**config.mk**
```make
export PLATFORM = sky130hd
export DESIGN_NAME = uart_baud_gen
export DESIGN_NICKNAME = d
export VERILOG_FILES = /design/src/rtl/uart_pkg.sv /design/src/rtl/uart_baud_frac_acc.sv /design/src/rtl/uart_baud_gen.sv
export SDC_FILE = /design/constraint.sdc
export NUM_CORES = 1
export LEC_CHECK = 0
export ABC_AREA = 1
export ABC_CLOCK_PERIOD_IN_PS = 1900
export BUFFER_PORTS_ARGS = -buffer_cell sky130_fd_sc_hd__buf_4
export CELL_PAD_IN_SITES_DETAIL_PLACEMENT = 2
export CELL_PAD_IN_SITES_GLOBAL_PLACEMENT = 2
export CORE_ASPECT_RATIO = 1.1
export CORE_MARGIN = 4
export CORE_UTILIZATION = 35
export DETAILED_ROUTE_END_ITERATION = 8
export GPL_ROUTABILITY_DRIVEN = 0
export PLACE_DENSITY = 0.86
export SLEW_MARGIN = 20
export SYNTH_ARGS = -nofsm -noshare
export SYNTH_HDL_FRONTEND = slang
export SYNTH_SLANG_ARGS = --single-unit
```
**constraint.sdc**
```tcl
create_clock -name clk -period 1.9 [get_ports clk]
set_input_delay 0.38 -clock clk [delete_from_list [all_inputs] [get_ports clk]]
set_output_delay 0.38 -clock clk [all_outputs]
set_load 0.005 [all_outputs]
```
**src/rtl/uart_pkg.sv**
```systemverilog
// Shared constants and helpers for the UART baud generator.
package uart_pkg;

  // Default parameter values.
  localparam int CNTR_W_DEF = 13;
  localparam int OVS_DEF    = 16;
  localparam int FRAC_W_DEF = 3;

  // Legal parameter ranges.
  localparam int CNTR_W_MIN = 8;
  localparam int CNTR_W_MAX = 16;
  localparam int FRAC_W_MIN = 1;
  localparam int FRAC_W_MAX = 8;
  localparam int OVS_LEGAL_0 = 4;
  localparam int OVS_LEGAL_1 = 8;
  localparam int OVS_LEGAL_2 = 16;

  // Per-cycle action of the divisor counter, decoded once and shared by all
  // the state registers so they cannot disagree about what happened.
  typedef enum logic [2:0] {
    ACT_HOLD    = 3'd0,  // enable low: freeze everything
    ACT_CLR     = 3'd1,  // sync_clr: restart phase
    ACT_TICK    = 3'd2,  // cntr hit zero, no stretch owed: emit tick, reload
    ACT_STRETCH = 3'd3,  // cntr at zero but a carry is owed: burn one cycle
    ACT_COUNT   = 3'd4   // cntr non-zero: count down
  } baud_act_e;

  // Ceiling log2, used for the oversample phase width.
  function automatic int clog2(input int value);
    int res;
    int v;
    res = 0;
    v   = value - 1;
    while (v > 0) begin
      res++;
      v = v >> 1;
    end
    return res;
  endfunction

  function automatic bit ovs_legal(input int ovs);
    return (ovs == OVS_LEGAL_0) || (ovs == OVS_LEGAL_1) || (ovs == OVS_LEGAL_2);
  endfunction

endpackage

```
**src/rtl/uart_baud_frac_acc.sv**
```systemverilog
// Fractional accumulator: adds the fraction on each tick and owes one
// stretched cycle whenever the accumulator carries out.
module uart_baud_frac_acc
  import uart_pkg::*;
#(
  parameter int FRAC_W = FRAC_W_DEF
) (
  input  logic              clk,
  input  logic              reset_n,
  input  logic              clr,
  input  logic              adv,
  input  logic              consume,
  input  logic [FRAC_W-1:0] frac,
  output logic              stretch_pend
);

  logic [FRAC_W-1:0] acc;
  logic [FRAC_W:0]   sum;

  // Sum with carry out; the carry becomes the stretch request.
  always_comb begin
    sum = {1'b0, acc} + {1'b0, frac};
  end

  // Accumulator and pending-stretch flag; clr wins over everything.
  always_ff @(posedge clk or negedge reset_n) begin
    if (!reset_n) begin
      acc          <= '0;
      stretch_pend <= 1'b0;
    end else if (clr) begin
      acc          <= '0;
      stretch_pend <= 1'b0;
    end else if (adv) begin
      acc          <= sum[FRAC_W-1:0];
      stretch_pend <= sum[FRAC_W];
    end else if (consume) begin
      stretch_pend <= 1'b0;
    end
  end

endmodule

```
**src/rtl/uart_baud_gen.sv**
```systemverilog
// UART baud rate generator: fractional divisor producing an oversample tick,
// a once-per-bit transmit pulse and a mid-bit receive sample pulse.
module uart_baud_gen
  import uart_pkg::*;
#(
  parameter int CNTR_W  = CNTR_W_DEF,
  parameter int OVS     = OVS_DEF,
  parameter int FRAC_W  = FRAC_W_DEF,
  parameter int FRAC_EN = 1,
  localparam int PH_W   = clog2(OVS)
) (
  input  logic              clk,
  input  logic              reset_n,
  input  logic              enable,
  input  logic [CNTR_W-1:0] baud_val,
  input  logic [FRAC_W-1:0] baud_frac,
  input  logic              baud_load,
  input  logic              sync_clr,
  output logic              baud_tick,
  output logic              xmit_pulse,
  output logic              rx_sample,
  output logic [PH_W-1:0]   ovs_phase
);

  // Elaboration-time parameter legality.
  if (CNTR_W < CNTR_W_MIN || CNTR_W > CNTR_W_MAX) begin : g_bad_cntr_w
    $fatal(1, "uart_baud_gen: CNTR_W must be within 8..16");
  end
  if (!ovs_legal(OVS)) begin : g_bad_ovs
    $fatal(1, "uart_baud_gen: OVS must be 4, 8 or 16");
  end
  if (FRAC_W < FRAC_W_MIN || FRAC_W > FRAC_W_MAX) begin : g_bad_frac_w
    $fatal(1, "uart_baud_gen: FRAC_W must be within 1..8");
  end
  if (FRAC_EN != 0 && FRAC_EN != 1) begin : g_bad_frac_en
    $fatal(1, "uart_baud_gen: FRAC_EN must be 0 or 1");
  end

  localparam logic [PH_W-1:0] PH_XMIT = PH_W'(OVS - 1);
  localparam logic [PH_W-1:0] PH_RX   = PH_W'(OVS / 2 - 1);

  logic [CNTR_W-1:0] val_shadow;
  logic [FRAC_W-1:0] frac_shadow;
  logic [CNTR_W-1:0] cntr;
  logic              stretch_pend;
  baud_act_e         act;

  // Integer divisor shadow; only consulted at reload, so a load mid-period
  // never disturbs the period in progress.
  always_ff @(posedge clk or negedge reset_n) begin
    if (!reset_n) begin
      val_shadow <= '0;
    end else if (baud_load) begin
      val_shadow <= baud_val;
    end
  end

  if (FRAC_EN != 0) begin : g_frac
    // Fractional divisor shadow, same load semantics as the integer part.
    always_ff @(posedge clk or negedge reset_n) begin
      if (!reset_n) begin
        frac_shadow <= '0;
      end else if (baud_load) begin
        frac_shadow <= baud_frac;
      end
    end
  end else begin : g_no_frac
    logic unused_frac;
    assign unused_frac = ^baud_frac;
    assign frac_shadow = '0;
  end

  // Decode the cycle's action; sync_clr beats enable and the tick condition.
  always_comb begin
    act = ACT_HOLD;
    if (sync_clr) begin
      act = ACT_CLR;
    end else if (enable) begin
      if (cntr == '0) begin
        act = stretch_pend ? ACT_STRETCH : ACT_TICK;
      end else begin
        act = ACT_COUNT;
      end
    end
  end

  // Divisor down-counter; terminal count is zero, reload from the shadow.
  always_ff @(posedge clk or negedge reset_n) begin
    if (!reset_n) begin
      cntr <= '0;
    end else begin
      case (act)
        ACT_CLR:   cntr <= '0;
        ACT_TICK:  cntr <= val_shadow;
        ACT_COUNT: cntr <= cntr - CNTR_W'(1);
        default:   cntr <= cntr;
      endcase
    end
  end

  uart_baud_frac_acc #(
    .FRAC_W (FRAC_W)
  ) u_frac_acc (
    .clk          (clk),
    .reset_n      (reset_n),
    .clr          (act == ACT_CLR),
    .adv          (act == ACT_TICK),
    .consume      (act == ACT_STRETCH),
    .frac         (frac_shadow),
    .stretch_pend (stretch_pend)
  );

  // Oversample phase; wraps naturally because OVS is a power of two.
  always_ff @(posedge clk or negedge reset_n) begin
    if (!reset_n) begin
      ovs_phase <= '0;
    end else if (act == ACT_CLR) begin
      ovs_phase <= '0;
    end else if (act == ACT_TICK) begin
      ovs_phase <= ovs_phase + PH_W'(1);
    end
  end

  // Registered pulses, decoded from the phase before it increments.
  always_ff @(posedge clk or negedge reset_n) begin
    if (!reset_n) begin
      baud_tick  <= 1'b0;
      xmit_pulse <= 1'b0;
      rx_sample  <= 1'b0;
    end else begin
      baud_tick  <= (act == ACT_TICK);
      xmit_pulse <= (act == ACT_TICK) && (ovs_phase == PH_XMIT);
      rx_sample  <= (act == ACT_TICK) && (ovs_phase == PH_RX);
    end
  end

endmodule

```
# Word level (Yosys, flattened, before mapping)
# Index checks and enable logic that the tools add are counted.
dict set report totals {
  in_bits 21
  memories 0
  rom_bits 0
  latchBits 0
  register_bits 40
  mem_bits_rw 0
  wordCells 36
}
dict set report classes {
  shift 0
  n_mul 0
  add_sub_neg 3
  n_bitwise 0
  n_lt_le_gt_ge 0
  reduce_logical 6
  div 0
  muxes 12
  eq_ne 6
}
# operator n
set ops {}
lappend ops {{$pmux 13 s3} 1}
lappend ops {{$mux 3} 5}
lappend ops {{$logic_not 13->1} 1}
lappend ops {{$sub 13x1->13 const B} 1}
lappend ops {{$mux 4} 2}
lappend ops {{$eq 3x2->1 const B} 2}
lappend ops {{$reduce_bool 3->1} 2}
lappend ops {{$add 3x3->4} 1}
lappend ops {{$add 4x1->4 const B} 1}
lappend ops {{$eq 4x3->1 const B} 1}
lappend ops {{$eq 4x4->1 const B} 1}
lappend ops {{$mux 1} 4}
lappend ops {{$eq 3x1->1 const B} 1}
lappend ops {{$eq 3x3->1 const B} 1}
lappend ops {{$logic_and 1x1->1} 2}
lappend ops {{$reduce_bool 2->1} 1}

# Longest topological paths before layout
dict set report logic_depth {
  word_depth 8
  ltp_mapped 10
  depth_no_buf 10
}

# By module
# From an unflattened synthesis, not the netlist that was laid out.
dict set report unflattened {
  cells_unflattened 247
  hier_area_um2 2183.3
}
# module area_each_um2 instances cells_each seq_area_each_um2
set modules_own_cells {}
lappend modules_own_cells {uart_baud_gen 1924.3 1 214 900.9}
lappend modules_own_cells {uart_baud_frac_acc 259.0 1 33 100.1}

# Worst setup path before layout
# OpenSTA, ideal clock, no wires.
dict set report synth_timing {
  path_kind {register to register}
  start {reg cntr[0]}
  end {reg cntr[6]}
  setup_ns 0.125
  arrival_time_ns 1.411
  setup_slack_ns 0.364
  period_less_slack_ns 1.536
  stages_incl_launch_ff 10
  required_time_ns 1.775
  n_path_buf 0
  path_cell_list {dfrtp_1 -> inv_1 -> ha_1 -> nand3_1 -> nor2_4 -> nand2_4 -> nand2_8 -> inv_4 -> o21ai_0 -> nand3_2}
}
dict set report synth_between {
  elab_chain_len 6
  word_cells_on_any_way 10
}
# element line_no
set synth_rtl {}
lappend synth_rtl {{start, declared} uart_baud_gen.sv:44} ;# logic [CNTR_W-1:0] cntr;
lappend synth_rtl {{start signal, assigned} uart_baud_gen.sv:94} ;# ACT_TICK: cntr <= val_shadow;
lappend synth_rtl {{start signal, assigned} uart_baud_gen.sv:95} ;# ACT_COUNT: cntr <= cntr - CNTR_W'(1);
lappend synth_rtl {{start signal, assigned} uart_baud_gen.sv:96} ;# default: cntr <= cntr;
lappend synth_rtl {{$logic_not 13->1} uart_baud_gen.sv:79} ;# if (cntr == '0) begin
lappend synth_rtl {{$mux 3} uart_baud_gen.sv:79}
lappend synth_rtl {{$mux 3} uart_baud_gen.sv:78} ;# end else if (enable) begin
lappend synth_rtl {{$mux 3} uart_baud_gen.sv:76} ;# if (sync_clr) begin
lappend synth_rtl {{$eq 3x3->1 (tied with other cells)} uart_baud_gen.sv:92} ;# case (act)
lappend synth_rtl {{$pmux 13 s3 / $reduce_bool 3->1 (equally long branches)} -}
# Parallel ways exist; a longest one is shown, timed or not.
# A chain may end at the register's enable or synchronous reset.

# Final worst setup path
dict set report layout_timing {
  start {reg cntr[0]}
  end {reg cntr[1]}
}
# The elaborated chain is that of the path after synthesis.

==> out/results.ini <==
[die]
die_h_microns=89.9
dieArea_sq_mm=0.00741
die_width_microns=82.5
pin_count=28
rows=29
coreArea_sq_mm=0.00584
start_util=0.365

[clocking]
cts_tree=yes
cts.clk_slew.worst_paths_ps=80
hold_buffers=0
clock-sinks=40
htreeDepth=2
cts_buffer_depth=2
cts_buffers=5
ctsRootBufferMaster=clkbuf_8
worstSkewPairLatency_ps=290

[sta]
whs_ps=76.5
fin_crit_sh=0.906
setup_violations=0
layout_setup_ws_ps=179
tightest_slew_ps=530
max_freq_mhz=581
timing.final.crit_period_ps=1720
finClkSkew_ps=6.63
rsz0062_at_grt=no
slew_viol_final=0
hold_viol_final=0
relSlewSlack=0.647

[placed_design]
port-buffer-count=27
placed_area_sq_mm=0.00243
pre_cts_slack_ps=-30.2
dp_hpwl_microns=4770

[detailed_routing]
wire_per_inst_microns=17.9
firstDrtPassIters=4
vias=1783
drc=0
drt_wl_total_microns=6290
drtIter0Drc=35
final_antenna_net_count=0
viasPerCell=5.07

[worst_setup_path]
reg2reg_setup_slack_ps=180
cp-startpoint=cntr[0]
criticalPathCategory=reg2reg
startpoint_type=flip-flop
end_kind=flip-flop
cp.arrival_ps=1950
cp_max_fo=10
worstReg2RegStart=cntr[0]
cp_data_required_time_ps=2130

[final_layout]
num-nets-final=304
area_delta_synth_final_pct=18.3
diodes=0
post-route-util=0.432
final_area_sq_mm=0.00252
drive_above_1_share=0.276

[synthesis]
synth_adder_area_share=0.0387
synth_edf_count=0
yosysSeqAreaShare=0.469
synth_top_cell_by_area=dfrtp_1
syn_inst=243
synth-compound-area-share=0.0328
synth-simple-area-share=0.308
synth_seq_cells=40
async_flop_share=1.00
ys_warn_count=0
yosysTopAreaCellShare=0.469
synth_area_sq_mm=0.00213
syn_nets=270
synth_top_family_by_area=simple AND/OR/NAND/NOR gates
synthTopCellsByArea=dfrtp_1, nand2_1, mux2_2
netlist-cell-type-count=29
synthXorXnorAreaFrac=0.00410
syn_avg_cell_area_sq_um=8.78
muxShareOfSynthArea=0.0686
synth_top_flop_cell=dfrtp_1

[global_routing]
antenna_found_initial=0
grt_pass1_vias=2107
grt_pass1_wl_microns=10700
globalRouteTotalUtil=0.192
grt_max_degree=41
grt-ovfl-total=0

[power]
p_leak_nw=1.30
ir_drop_v=0.000438
power_per_cell_area_mw_per_mm2=1160

[hold_path]
hp-class=in2async

[outcome]
status=finished, final reports clean

[flow_run]
maxCapViolations=0

final timing paths:
| path | to | depth (start not counted) |
|---|---|---|
| setup / recovery | cntr[1] | 11 |
| hold / removal | u_frac_acc.acc[1] | 1 |
| setup reg to reg | cntr[1] | 11 |
| hold reg to reg | cntr[8] | 2 |
| max in group asynchronous | val_shadow[6] | 1 |
| min in group clk | val_shadow[0] | 3 |
per-stage QoR:
step           instances  power [mW]  TNS [ps]
2_1_floorplan        243        1.97         0
3_3_place_gp         347        2.26         0
3_5_place_dp         347        2.38     -30.2
4_1_cts              352        2.94         0
5_1_grt              352        3.18         0
6_report             352        2.94         0
routing by layer:
metal	track usage	routed length [microns]
met3	0.0280	108
met5	0	0
met4	0.0512	80
met2	0.344	3510
met1	0.233	2590
report_power, final:
part	switching (mW)	leakage (nW)	internal, mW
combinational	0.836	0.753	0.448
sequential	0.144	0.515	0.997
clock	0.277	0.0359	0.237
critical path, cell delays in order, from the launching register on:
cell	delay [ps]
dfrtp_1	400
inv_2	100
ha_4	160
nand3_2	110
nor2_4	160
buf_4	150
nand2_4	110
nand2_8	120
inv_4	70
nor2_4	130
nand2_1	60
nand2_1	70
synthesized netlist by cell type (3+ instances only):
cell type and count:
dfrtp_1 40, inv_1 29, nand3_1 26, mux2_2 13, o21ai_1 3, ha_1 5
nand4_1 10, nand2_2 7, nor2_4 4, nor2_1 19, nand3_2 3, nand2_1 54
a21oi_1 4, o21ai_0 7
registers in the layout, indices dropped and copies added (netlist names):
signal	count
baud_tick	1
cntr	13
frac_shadow	3
ovs_phase	4
rx_sample	1
u_frac_acc.acc	3
u_frac_acc.stretch_pend	1
val_shadow	13
xmit_pulse	1
cells in the final DEF, fill, tap and decap left out:
master,netlist,final
fa_1,1,1
nor2_4,4,4
a21oi_1,4,4
nand2_8,1,1
clkinv_1,1,1
nand2_1,54,54
dfrtp_1,40,40
nand2_2,7,7
nor2_1,19,19
nand3b_1,1,1
clkbuf_8,0,5
nand3_4,1,1
xnor2_1,1,1
ha_1,5,4
ha_4,0,1
o21ai_0,7,6
inv_2,2,3
nand4_1,10,10
clkinv_2,1,1
buf_4,0,32
mux2_2,13,13
inv_1,29,28
inv_4,1,1
nand2_4,1,1
o21ai_1,3,3
nor2_2,1,1
nand3_2,3,4
nand3_1,26,25
o21ai_2,0,1
nor3_1,2,2
timing repair:
action,in CTS,in global routing
endpoints found under the setup margin,2,5
resized for setup,3,3
buffers inserted,0,0
gates cloned,0,0
kinds of logic after synthesis:
kind of cell | Yosys count
AO/OA/AOI/OAI | 14
XOR/XNOR | 1
adder cells (fa/ha/maj) | 6
buffers and inverters | 39
flip-flops | 40
multiplexers | 13
AND/OR/NAND/NOR | 130
cell type report:
cell class / count / area [sq um]
sequential: 40 / 1000
multi-input combinational: 164 / 987
tap: 77 / 96.3
fill: 659 / 3320
inverter: 34 / 131
timing repair buffer: 32 / 240
clock buffer: 5 / 68.8
Power figures use the tool's default switching activity.
